--- config.mk ---
export PLATFORM = sky130hd
export DESIGN_NAME = axi4_write_master
export DESIGN_NICKNAME = d
export VERILOG_FILES = /design/src/rtl/axi4_write_master.sv
export SDC_FILE = /design/constraint.sdc
export NUM_CORES = 1
export LEC_CHECK = 0
export CORE_ASPECT_RATIO = 0.8
export CORE_MARGIN = 2
export CORE_UTILIZATION = 36
export CTS_CLUSTER_SIZE = 40
export DETAILED_ROUTE_END_ITERATION = 10
export PLACE_DENSITY = 0.88
export SLEW_MARGIN = 20
export SYNTH_ARGS = -nofsm -noshare
export SYNTH_HDL_FRONTEND = slang
export SYNTH_SLANG_ARGS = --single-unit
--- constraint.sdc ---
create_clock -name ACLK -period 2.8 [get_ports ACLK]
set_clock_uncertainty 0.15 [all_clocks]
set_input_delay 0.56 -clock ACLK [delete_from_list [all_inputs] [get_ports ACLK]]
set_output_delay 0.56 -clock ACLK [all_outputs]
set_load 0.01 [all_outputs]
--- src/rtl/axi4_write_master.sv ---
// Single-outstanding AXI4 write master: turns one (address, length) command plus a
// valid/ready beat stream into one INCR burst and reports the write response.
module axi4_write_master #(
  parameter int ADDR_WIDTH = 16,
  parameter int DATA_WIDTH = 32
) (
  input  logic                    ACLK,
  input  logic                    ARESET,
  input  logic                    cmd_valid,
  output logic                    cmd_ready,
  input  logic [ADDR_WIDTH-1:0]   cmd_addr,
  input  logic [7:0]              cmd_len,
  input  logic [DATA_WIDTH-1:0]   wr_data,
  input  logic                    wr_data_valid,
  output logic                    wr_data_ready,
  output logic                    rsp_valid,
  output logic [1:0]              rsp_resp,
  output logic [ADDR_WIDTH-1:0]   AWADDR,
  output logic [7:0]              AWLEN,
  output logic [2:0]              AWSIZE,
  output logic [1:0]              AWBURST,
  output logic                    AWVALID,
  input  logic                    AWREADY,
  output logic [DATA_WIDTH-1:0]   WDATA,
  output logic [DATA_WIDTH/8-1:0] WSTRB,
  output logic                    WLAST,
  output logic                    WVALID,
  input  logic                    WREADY,
  input  logic [1:0]              BRESP,
  input  logic                    BVALID,
  output logic                    BREADY
);

  localparam int         NB   = DATA_WIDTH / 8;
  localparam logic [2:0] SIZE = (DATA_WIDTH == 64) ? 3'd3 : 3'd2;

  typedef enum logic [2:0] {S_IDLE, S_ERR, S_AW, S_W, S_B, S_RSP} state_t;

  state_t      state, state_nxt;
  logic [7:0]  beat_cnt;
  logic [1:0]  resp_q;
  logic        cmd_fire, cmd_bad, w_fire, b_fire;

  // The boundary sum is held at 13 bits so that exactly 4096 (legal) is distinguishable.
  function automatic logic crosses_4k(input logic [11:0] off, input logic [7:0] len);
    logic [12:0] bytes;
    bytes = ({5'd0, len} + 13'd1) << SIZE;
    return ({1'b0, off} + bytes) > 13'd4096;
  endfunction

  function automatic logic misaligned(input logic [2:0] low);
    return (low & 3'(NB - 1)) != 3'd0;
  endfunction

  assign AWSIZE   = SIZE;
  assign AWBURST  = 2'b01;
  assign WSTRB    = '1;
  assign WDATA    = wr_data;
  assign rsp_resp = resp_q;
  assign cmd_bad  = misaligned(cmd_addr[2:0]) || crosses_4k(cmd_addr[11:0], cmd_len);

  always_comb begin
    state_nxt     = state;
    cmd_ready     = 1'b0;
    AWVALID       = 1'b0;
    WVALID        = 1'b0;
    WLAST         = 1'b0;
    wr_data_ready = 1'b0;
    BREADY        = 1'b0;
    rsp_valid     = 1'b0;
    if (!ARESET) begin
      case (state)
        S_IDLE: begin
          cmd_ready = 1'b1;
          if (cmd_valid) state_nxt = cmd_bad ? S_ERR : S_AW;
        end
        S_ERR: begin
          rsp_valid = 1'b1;
          state_nxt = S_IDLE;
        end
        S_AW: begin
          AWVALID = 1'b1;
          if (AWREADY) state_nxt = S_W;
        end
        S_W: begin
          WVALID        = wr_data_valid;
          wr_data_ready = WREADY;
          WLAST         = (beat_cnt == AWLEN);
          if (wr_data_valid && WREADY && WLAST) state_nxt = S_B;
        end
        S_B: begin
          BREADY = 1'b1;
          if (BVALID) state_nxt = S_RSP;
        end
        S_RSP: begin
          rsp_valid = 1'b1;
          state_nxt = S_IDLE;
        end
        default: state_nxt = S_IDLE;
      endcase
    end
  end

  assign cmd_fire = cmd_valid && cmd_ready;
  assign w_fire   = WVALID && WREADY;
  assign b_fire   = BVALID && BREADY;

  always_ff @(posedge ACLK) begin
    if (ARESET) begin
      state    <= S_IDLE;
      beat_cnt <= 8'd0;
      AWADDR   <= '0;
      AWLEN    <= 8'd0;
      resp_q   <= 2'b00;
    end else begin
      state <= state_nxt;
      if (cmd_fire) begin
        AWADDR   <= cmd_addr;
        AWLEN    <= cmd_len;
        beat_cnt <= 8'd0;
        if (cmd_bad) resp_q <= 2'b10;
      end
      if (w_fire) beat_cnt <= beat_cnt + 8'd1;
      if (b_fire) resp_q <= BRESP;
    end
  end

endmodule

# == Word-level counts from Yosys, hierarchy flattened ==
# Index checks and enable logic that the tools add are counted.
# totals
n_memories,0
wordCells,58
latch_bits,0
ramBits,0
output_inout_bits,74
ff_bits,37
romBits,0
# classes
magnitude_cmp,1
add_sub_neg,3
multipliers,0
shifts,0
mux,25
n_eq_ne,10
div,0
bitwise_logic,0
reduce_logical,14
# ops
op,n
$mux W8,2
$mux W1,14
$add A12 B11 Y13,1
$gt A13 B13 Y1 const B,1
$mux W3,4
$pmux W3 S4,1
$add A8 B1 Y9 const B,1
$add A8 B1 Y8 const B,1
$eq A8 B8 Y1,1
$mux W2,4
$ne A2 B2 Y1 const B,4
$eq A3 B2 Y1 const B,2
$eq A3 B3 Y1 const B,2
$reduce_bool A2 Y1,3
$logic_and A1 B1 Y1,5
$reduce_and A4 Y1,1
$eq A3 B1 Y1 const B,1
$logic_not A3 Y1,1
$reduce_bool A3 Y1,1
$reduce_and A2 Y1,1
$reduce_or A2 Y1,1
$logic_or A1 B1 Y1,1

# == Longest topological paths before layout ==
# Gate-level depths: netlist of the first run.
# depth
word_depth,7
depth_mapped,11
depth_no_buf,11

# == Least setup slack after synthesis of the first run ==
# Ideal clock, no wire load.
# synth_timing
path_type,input to register
startpoint,input port cmd_len[4]
endpoint,register state[0]
setup_time_ns,0.143
n_path_buf,0
path_slack_ns,0.108
arrival_ns,2.399
cell_stages,11
path_cell_list,and3_1 -> nand3_1 -> or2_2 -> xnor2_1 -> ha_1 -> nand2b_1 -> a21oi_1 -> a31oi_1 -> o2111ai_1 -> o31ai_1 -> a211oi_1
# synth_between
elab_chain_len,7
# synth_rtl
item,line_no,text
start: declaration,12,"input logic [7:0] cmd_len,"
$add A8 B1 Y9,47,"bytes = ({5'd0, len} + 13'd1) << SIZE;"
$add A12 B11 Y13,48,"return ({1'b0, off} + bytes) > 13'd4096;"
$gt A13 B13 Y1,48,
$logic_or A1 B1 Y1,60,"assign cmd_bad = misaligned(cmd_addr[2:0]) || crosses_4k(cmd_addr[11:0], cmd_len);"
$mux W2,75,if (cmd_valid) state_nxt = cmd_bad ? S_ERR : S_AW;
$mux W3,75,
$pmux W3 S4,72,case (state)
end signal: assignment,116,state <= state_nxt;
end: declaration,39,"state_t state, state_nxt;"
# Every way passes these cells. The select of a mux whose other input is x is not followed.
# A chain may end at the register's enable or synchronous reset.

# == Worst setup path in the final report of the first run ==
# layout_timing
startpoint,input port ARESET
endpoint,output port WVALID
# layout_between
elab_chain_len,1
# layout_rtl
item,line_no,text
start: declaration,8,"input logic ARESET,"
$mux W1,71,if (!ARESET) begin
end: declaration,27,"output logic WVALID,"
# Every way passes these cells.

==> flow_metrics.py, run 1 <==
metrics = {
    "global_route": {
        "grtUsageTotal_pct": 17.5,
        "grt_pass1_vias": 2430,
        "grt_overflow": 0,
        "antenna_found_initial": 0,
        "grt_pass1_wl_mm": 11.2,
        "grt_max_degree": 30,
    },
    "floorplanning": {
        "core_area_mm2": 0.00693,
        "row_count": 27,
        "die_w_um": 98.8,
        "die-area_mm2": 0.00789,
        "die_h_um": 79.9,
        "ios": 139,
        "start_util_pct": 37.4,
    },
    "power_and_ir_drop": {
        "p_per_area_mw_per_mm2": 416,
        "ir_drop_v": 0.000199,
        "p_leak_uw": 0.00149,
    },
    "route": {
        "dr_total_vias": 2366,
        "wl_per_cell_um": 15.1,
        "ant_nets": 0,
        "vias_per_cell": 5.13,
        "routed_wl_mm": 6.95,
        "drtPass1Iterations": 4,
        "drc": 0,
        "first_iter_violations": 73,
    },
    "clock_tree": {
        "cts-root-buf": "clkbuf_8",
        "cts.sinks": 37,
        "cts_buffers": 5,
        "htree_levels": 2,
        "cts_tree": "yes",
        "postCtsHoldBufs": 0,
        "clk_pin_slew_ns": 0.09,
        "post_cts_buffers": 0,
        "clk_latency_ns": 0.30,
        "cts.path.max_buffers": 2,
    },
    "cells_and_area": {
        "drive_above_1_share_pct": 15.8,
        "layout_commonest_cell": "nand2_1",
        "nets": 451,
        "final_area_mm2": 0.00332,
        "final_cell_mix": "63 x nand2_1, 55 x clkdlybuf4s50_1, 36 x dfxtp_1",
        "area.growth.synth_to_final_pct": 28.0,
        "fin_util_pct": 47.9,
        "diodes": 0,
    },
    "worst_setup_path": {
        "rr_worst_depth": 6,
        "critical_path_class": "in2out",
        "cp_max_fo": 4,
        "endpoint_kind": "output port",
        "required_ns": 2.09,
        "worstPathArrival_ns": 2.02,
        "crit_path_start_kind": "input pin",
    },
    "synthesis": {
        "yosys.area_share.xor_xnor_pct": 6.09,
        "yosysSeqAreaShare_pct": 28.6,
        "synth_compound_area_share_pct": 12.9,
        "yosysWarnings": 0,
        "avgSynthCellArea_um2": 7.94,
        "syn_area_mm2": 0.00259,
        "synthCells": 326,
        "synth_fa_ha_area_share_pct": 6.57,
        "synth_top_family_by_area": "simple AND/OR/NAND/NOR gates",
        "ys_seq_elements": 37,
        "yosys.area_share.simple_pct": 28.6,
        "synth_cell_types": 48,
        "muxShareOfSynthArea_pct": 0.773,
    },
    "min_path": {
        "hold_class": "reg2reg",
        "worstHoldPathCells": 2,
    },
    "timing": {
        "period_share_pct": 97.5,
        "finalSetupTns_ns": 0,
        "drv_slew": 0,
        "hold_violations": 0,
        "period_minus_slack_ns": 2.73,
        "max_freq_mhz": 366,
        "hold_ws_ns": 0.329,
        "finalSetupViolCount": 0,
    },
    "placed_design": {
        "place_area_mm2": 0.00316,
        "io_buffers": 65,
        "place_congestion": 0.930,
        "hpwlAfterDp_mm": 5.26,
    },
    "outcome": {
        "status": "completed",
    },
    "job": {
        "maxCapViolCount": 0,
    },
}
-- timing repair --
action	in CTS	in global routing
cloned	0	0
gates resized for setup	17	16
setup endpoints to repair	5	8
pin swaps	7	3
-- synth_stat cells (all sizes together) --
cell type	instances	area [um2]
nor2b	1	6.26
and3	4	26.3
nor4	5	31.3
nand3	8	40.0
nand3b	26	195
mux2i	2	20.0
dfxtp	37	741
clkbuf	6	23.8
a41oi	1	8.76
o21ai	14	73.8
and4bb	1	16.3
nand2b	4	25.0
a21o	2	15.0
nor2	15	56.3
a21oi	13	65.1
conb	2	7.51
a31oi	4	25.0
a211oi	7	52.6
nand2	63	236
nand4	1	21.3
ha	12	150
o2111ai	1	8.76
or2b	1	7.51
o211ai	2	15.0
o21ba	1	10.0
o211a	1	10.0
nor3b	1	7.51
fa	1	20.0
or2	1	6.26
o32a	1	10.0
o22a	1	8.76
buf	50	377
xor2	10	87.6
xnor2	8	70.1
a311oi	1	8.76
nor3	7	45.0
inv	5	18.8
o21a	1	7.51
o31ai	1	7.51
o22ai	1	6.26
and2	3	21.3
-- stage by stage --
| stage | setup WS [ns] | total power [uW] | cells |
|---|---|---|---|
| after floorplan | 0.108 | 847 | 333 |
| after global placement | -0.518 | 973 | 453 |
| after detailed placement | -0.745 | 988 | 453 |
| after CTS | -0.0137 | 1380 | 461 |
| after global routing | -0.0178 | 1460 | 461 |
| final | 0.0693 | 1380 | 461 |
-- power breakdown --
| part | total [uW] | internal (uW) | switching (uW) | leakage, uW |
|---|---|---|---|---|
| clock network | 387 | 172 | 215 | 0.0000439 |
| logic | 402 | 209 | 193 | 0.00114 |
| registers | 590 | 560 | 29.9 | 0.000304 |
| total | 1380 | 941 | 438 | 0.00149 |
-- worst max-delay path, cell delays in order --
cell and delay, ns:
clkdlybuf4s50_1 0.45, and4bb_4 0.36, and2_2 0.13, clkdlybuf4s50_1 0.52
-- final timing paths --
kind                                              from  slack (ns)                  endpoint
worst max-delay path                            ARESET        0.07                    WVALID
worst min-delay path            AWADDR[6]$_SDFFE_PP0P_        0.33    AWADDR[6]$_SDFFE_PP0P_
worst max register to register   state[1]$_SDFFE_PP0P_        0.73  beat_cnt[7]$_SDFFE_PP0P_
worst min register to register  AWADDR[6]$_SDFFE_PP0P_        0.33    AWADDR[6]$_SDFFE_PP0P_
-- final cells by class --
cell class | instances | area (um2)
multi-input cells | 235 | 1530
inverters | 5 | 18.8
clock inverters | 3 | 17.5
repair buffers | 89 | 826
well taps | 87 | 109
fillers | 660 | 3610
flip-flops and latches | 37 | 742
clock buffers | 5 | 68.8
-- routing by layer --
metal	vias up	wire (um)	GRT usage [%]
li1	1153	-	-
met1	1108	2990	20.0
met2	86	3400	31.8
met3	19	415	4.64
met4	0	146	5.89
met5	-	0	0
-- flip-flops by register name, summed over array words and instances (netlist names) --
signal,count
AWADDR,16
AWLEN,8
beat_cnt,8
rsp_resp,2
state,3
-- cells by family (layout without fill, tap and decap cells) --
family	after synthesis	in the layout
AO/OA/AOI/OAI	52	52
XOR/XNOR	18	18
adder cells (fa/ha/maj)	13	13
buffers and inverters	61	102
flip-flops	37	37
multiplexers	2	2
other	2	9
AND/OR/NAND/NOR	141	141
Power figures use the tool's default switching activity.
==> inputs of run 2 (changes only) <==
- CORE_ASPECT_RATIO: 0.8 -> 1.25
- CORE_MARGIN: 2 -> not set
==> flow_metrics.py, run 2 (synthesized netlist as in run 1, its figures left out) <==
metrics = {
    "outcome": {
        "status": "completed",
    },
    "power_and_ir_drop": {
        "p_sw_share_pct": 30.5,
        "p_leak_uw": 0.00149,
        "switchingPower_uw": 430,
        "seqPwrFrac_pct": 41.6,
        "clkPwrFrac_pct": 28.5,
        "p_per_area_mw_per_mm2": 415,
        "p_int_uw": 982,
        "ir_drop_v": 0.000210,
        "power_frac_comb_pct": 29.9,
    },
    "cells_and_area": {
        "area.growth.synth_to_final_pct": 31.5,
        "diodes": 0,
        "drive_above_1_share_pct": 17.5,
        "instances_no_fill": 468,
        "n_fill_cell": 695,
        "reg_top3": "AWADDR x16, AWLEN x8, beat_cnt x8",
        "nets": 455,
        "top_register": "AWADDR",
        "fin_util_pct": 48.8,
        "layout_commonest_cell": "nand2_1",
        "final_cell_mix": "63 x nand2_1, 58 x clkdlybuf4s50_1, 37 x dfxtp_1",
        "largest_register_ffs": 16,
        "final_area_mm2": 0.00341,
    },
    "route": {
        "routed_wl_mm": 6.77,
        "wl_per_cell_um": 14.5,
        "first_iter_violations": 131,
        "drc": 0,
        "vias_per_cell": 5.08,
        "drtPass1Iterations": 4,
        "ant_nets": 0,
        "dr_total_vias": 2379,
    },
    "floorplanning": {
        "ios": 139,
        "row_count": 34,
        "die_h_um": 96.8,
        "die-area_mm2": 0.00754,
        "core_area_mm2": 0.00698,
        "die_w_um": 77.9,
        "start_util_pct": 37.1,
    },
    "global_route": {
        "antenna_found_initial": 0,
        "grt_pass1_wl_mm": 10.9,
        "grtUsageTotal_pct": 18.0,
        "grt_pass1_vias": 2315,
        "grt_max_degree": 30,
        "grt_overflow": 0,
    },
    "placed_design": {
        "place_area_mm2": 0.00317,
        "io_buffers": 65,
        "dp_cells": 458,
        "place_congestion": 0.922,
        "hpwlAfterDp_mm": 5.00,
    },
    "clock_tree": {
        "cts-root-buf": "clkbuf_8",
        "htree_levels": 2,
        "cts.path.max_buffers": 2,
        "cts_buffers": 5,
        "clk_latency_ns": 0.29,
        "cts_tree": "yes",
        "cts.sinks": 37,
        "postCtsHoldBufs": 0,
        "clk_pin_slew_ns": 0.08,
    },
    "min_path": {
        "hold_class": "reg2reg",
        "hold_start": "AWADDR[6]$_SDFFE_PP0P_",
    },
    "timing": {
        "hold_violations": 0,
        "drv_slew": 0,
        "period_minus_slack_ns": 2.72,
        "rsz0062_at_grt": "yes",
        "max_freq_mhz": 368,
        "finalSetupTns_ns": 0,
        "finalSetupViolCount": 0,
        "period_share_pct": 97.2,
    },
    "job": {
        "maxCapViolCount": 0,
    },
    "worst_setup_path": {
        "crit-reg2reg-launch": "state[1]$_SDFFE_PP0P_",
        "worstPathArrival_ns": 2.01,
        "required_ns": 2.09,
        "endpoint_kind": "output port",
        "startpoint": "ARESET",
        "cp_max_fo": 4,
        "critical_path_class": "in2out",
        "crit_path_start_kind": "input pin",
    },
}
run 2: cell types whose count changed in the layout (fill, tap and decap cells not counted), sizes merged:
cell | previous run | this run
buf | 24 | 28
dlygate4sd2 | 4 | 2
dlymetal6s2s | 4 | 2
clkdlybuf4s50 | 55 | 58
clkinvlp | 1 | 0
clkbuf | 7 | 9
run 2: power groups by stage:
stage / sequential, uW / clock (uW) / combinational [uW]
2_1_floorplan: 606 / 0 / 241
3_3_place_gp: 598 / 0 / 383
3_5_place_dp: 599 / 0 / 387
4_1_cts: 587 / 416 / 405
5_1_grt: 593 / 438 / 458
6_report: 588 / 402 / 422
run 2: final cells by class:
cell class | count | area (um2) | share of cell area, %
inverter | 5 | 18.8 | 0.551
clock buffer | 6 | 82.6 | 2.42
multi-input combinational | 235 | 1590 | 46.7
clock inverter | 2 | 13.8 | 0.404
tap | 90 | 113 | 3.31
timing repair buffer | 93 | 848 | 24.9
sequential | 37 | 741 | 21.7
run 2: worst paths after layout:
check	end	slack, ns	cells past startpoint
worst max-delay path	WLAST	0.08	4
worst min register to register	AWADDR[6]$_SDFFE_PP0P_	0.32	2
worst min-delay path	AWADDR[6]$_SDFFE_PP0P_	0.32	2
worst max register to register	beat_cnt[7]$_SDFFE_PP0P_	0.90	6
run 2: what timing repair did:
| action | 4_1_cts | 5_1_grt |
|---|---|---|
| buffers inserted | 0 | 2 |
| pin swaps | 3 | 7 |
| gates resized for setup | 22 | 17 |
| endpoints found under the setup margin | 4 | 7 |
run 2: metal layers:
metal / part of all wire (%) / up-vias / global-route usage, %
li1: - / 1164 / -
met1: 42 / 1087 / 20.7
met2: 48 / 106 / 31.2
met3: 6.9 / 22 / 3.96
met4: 3.1 / 0 / 8.27
met5: 0 / - / 0
run 2: critical path, stage by stage:
cell and delay, ns:
clkdlybuf4s50_1 0.42, and4bb_4 0.35, and3_2 0.16, clkdlybuf4s50_1 0.52
run 2: metrics by stage:
| step | hold slack [ns] | setup slack (ns) | total power [uW] |
|---|---|---|---|
| 6_report | 0.323 | 0.0797 | 1410 |
| 4_1_cts | 0.326 | 0.0151 | 1410 |
| 5_1_grt | 0.343 | -0.0375 | 1490 |
| 3_3_place_gp | 0.310 | -0.514 | 981 |
| 3_5_place_dp | 0.310 | -0.593 | 987 |
| 2_1_floorplan | 0.339 | 0.108 | 847 |
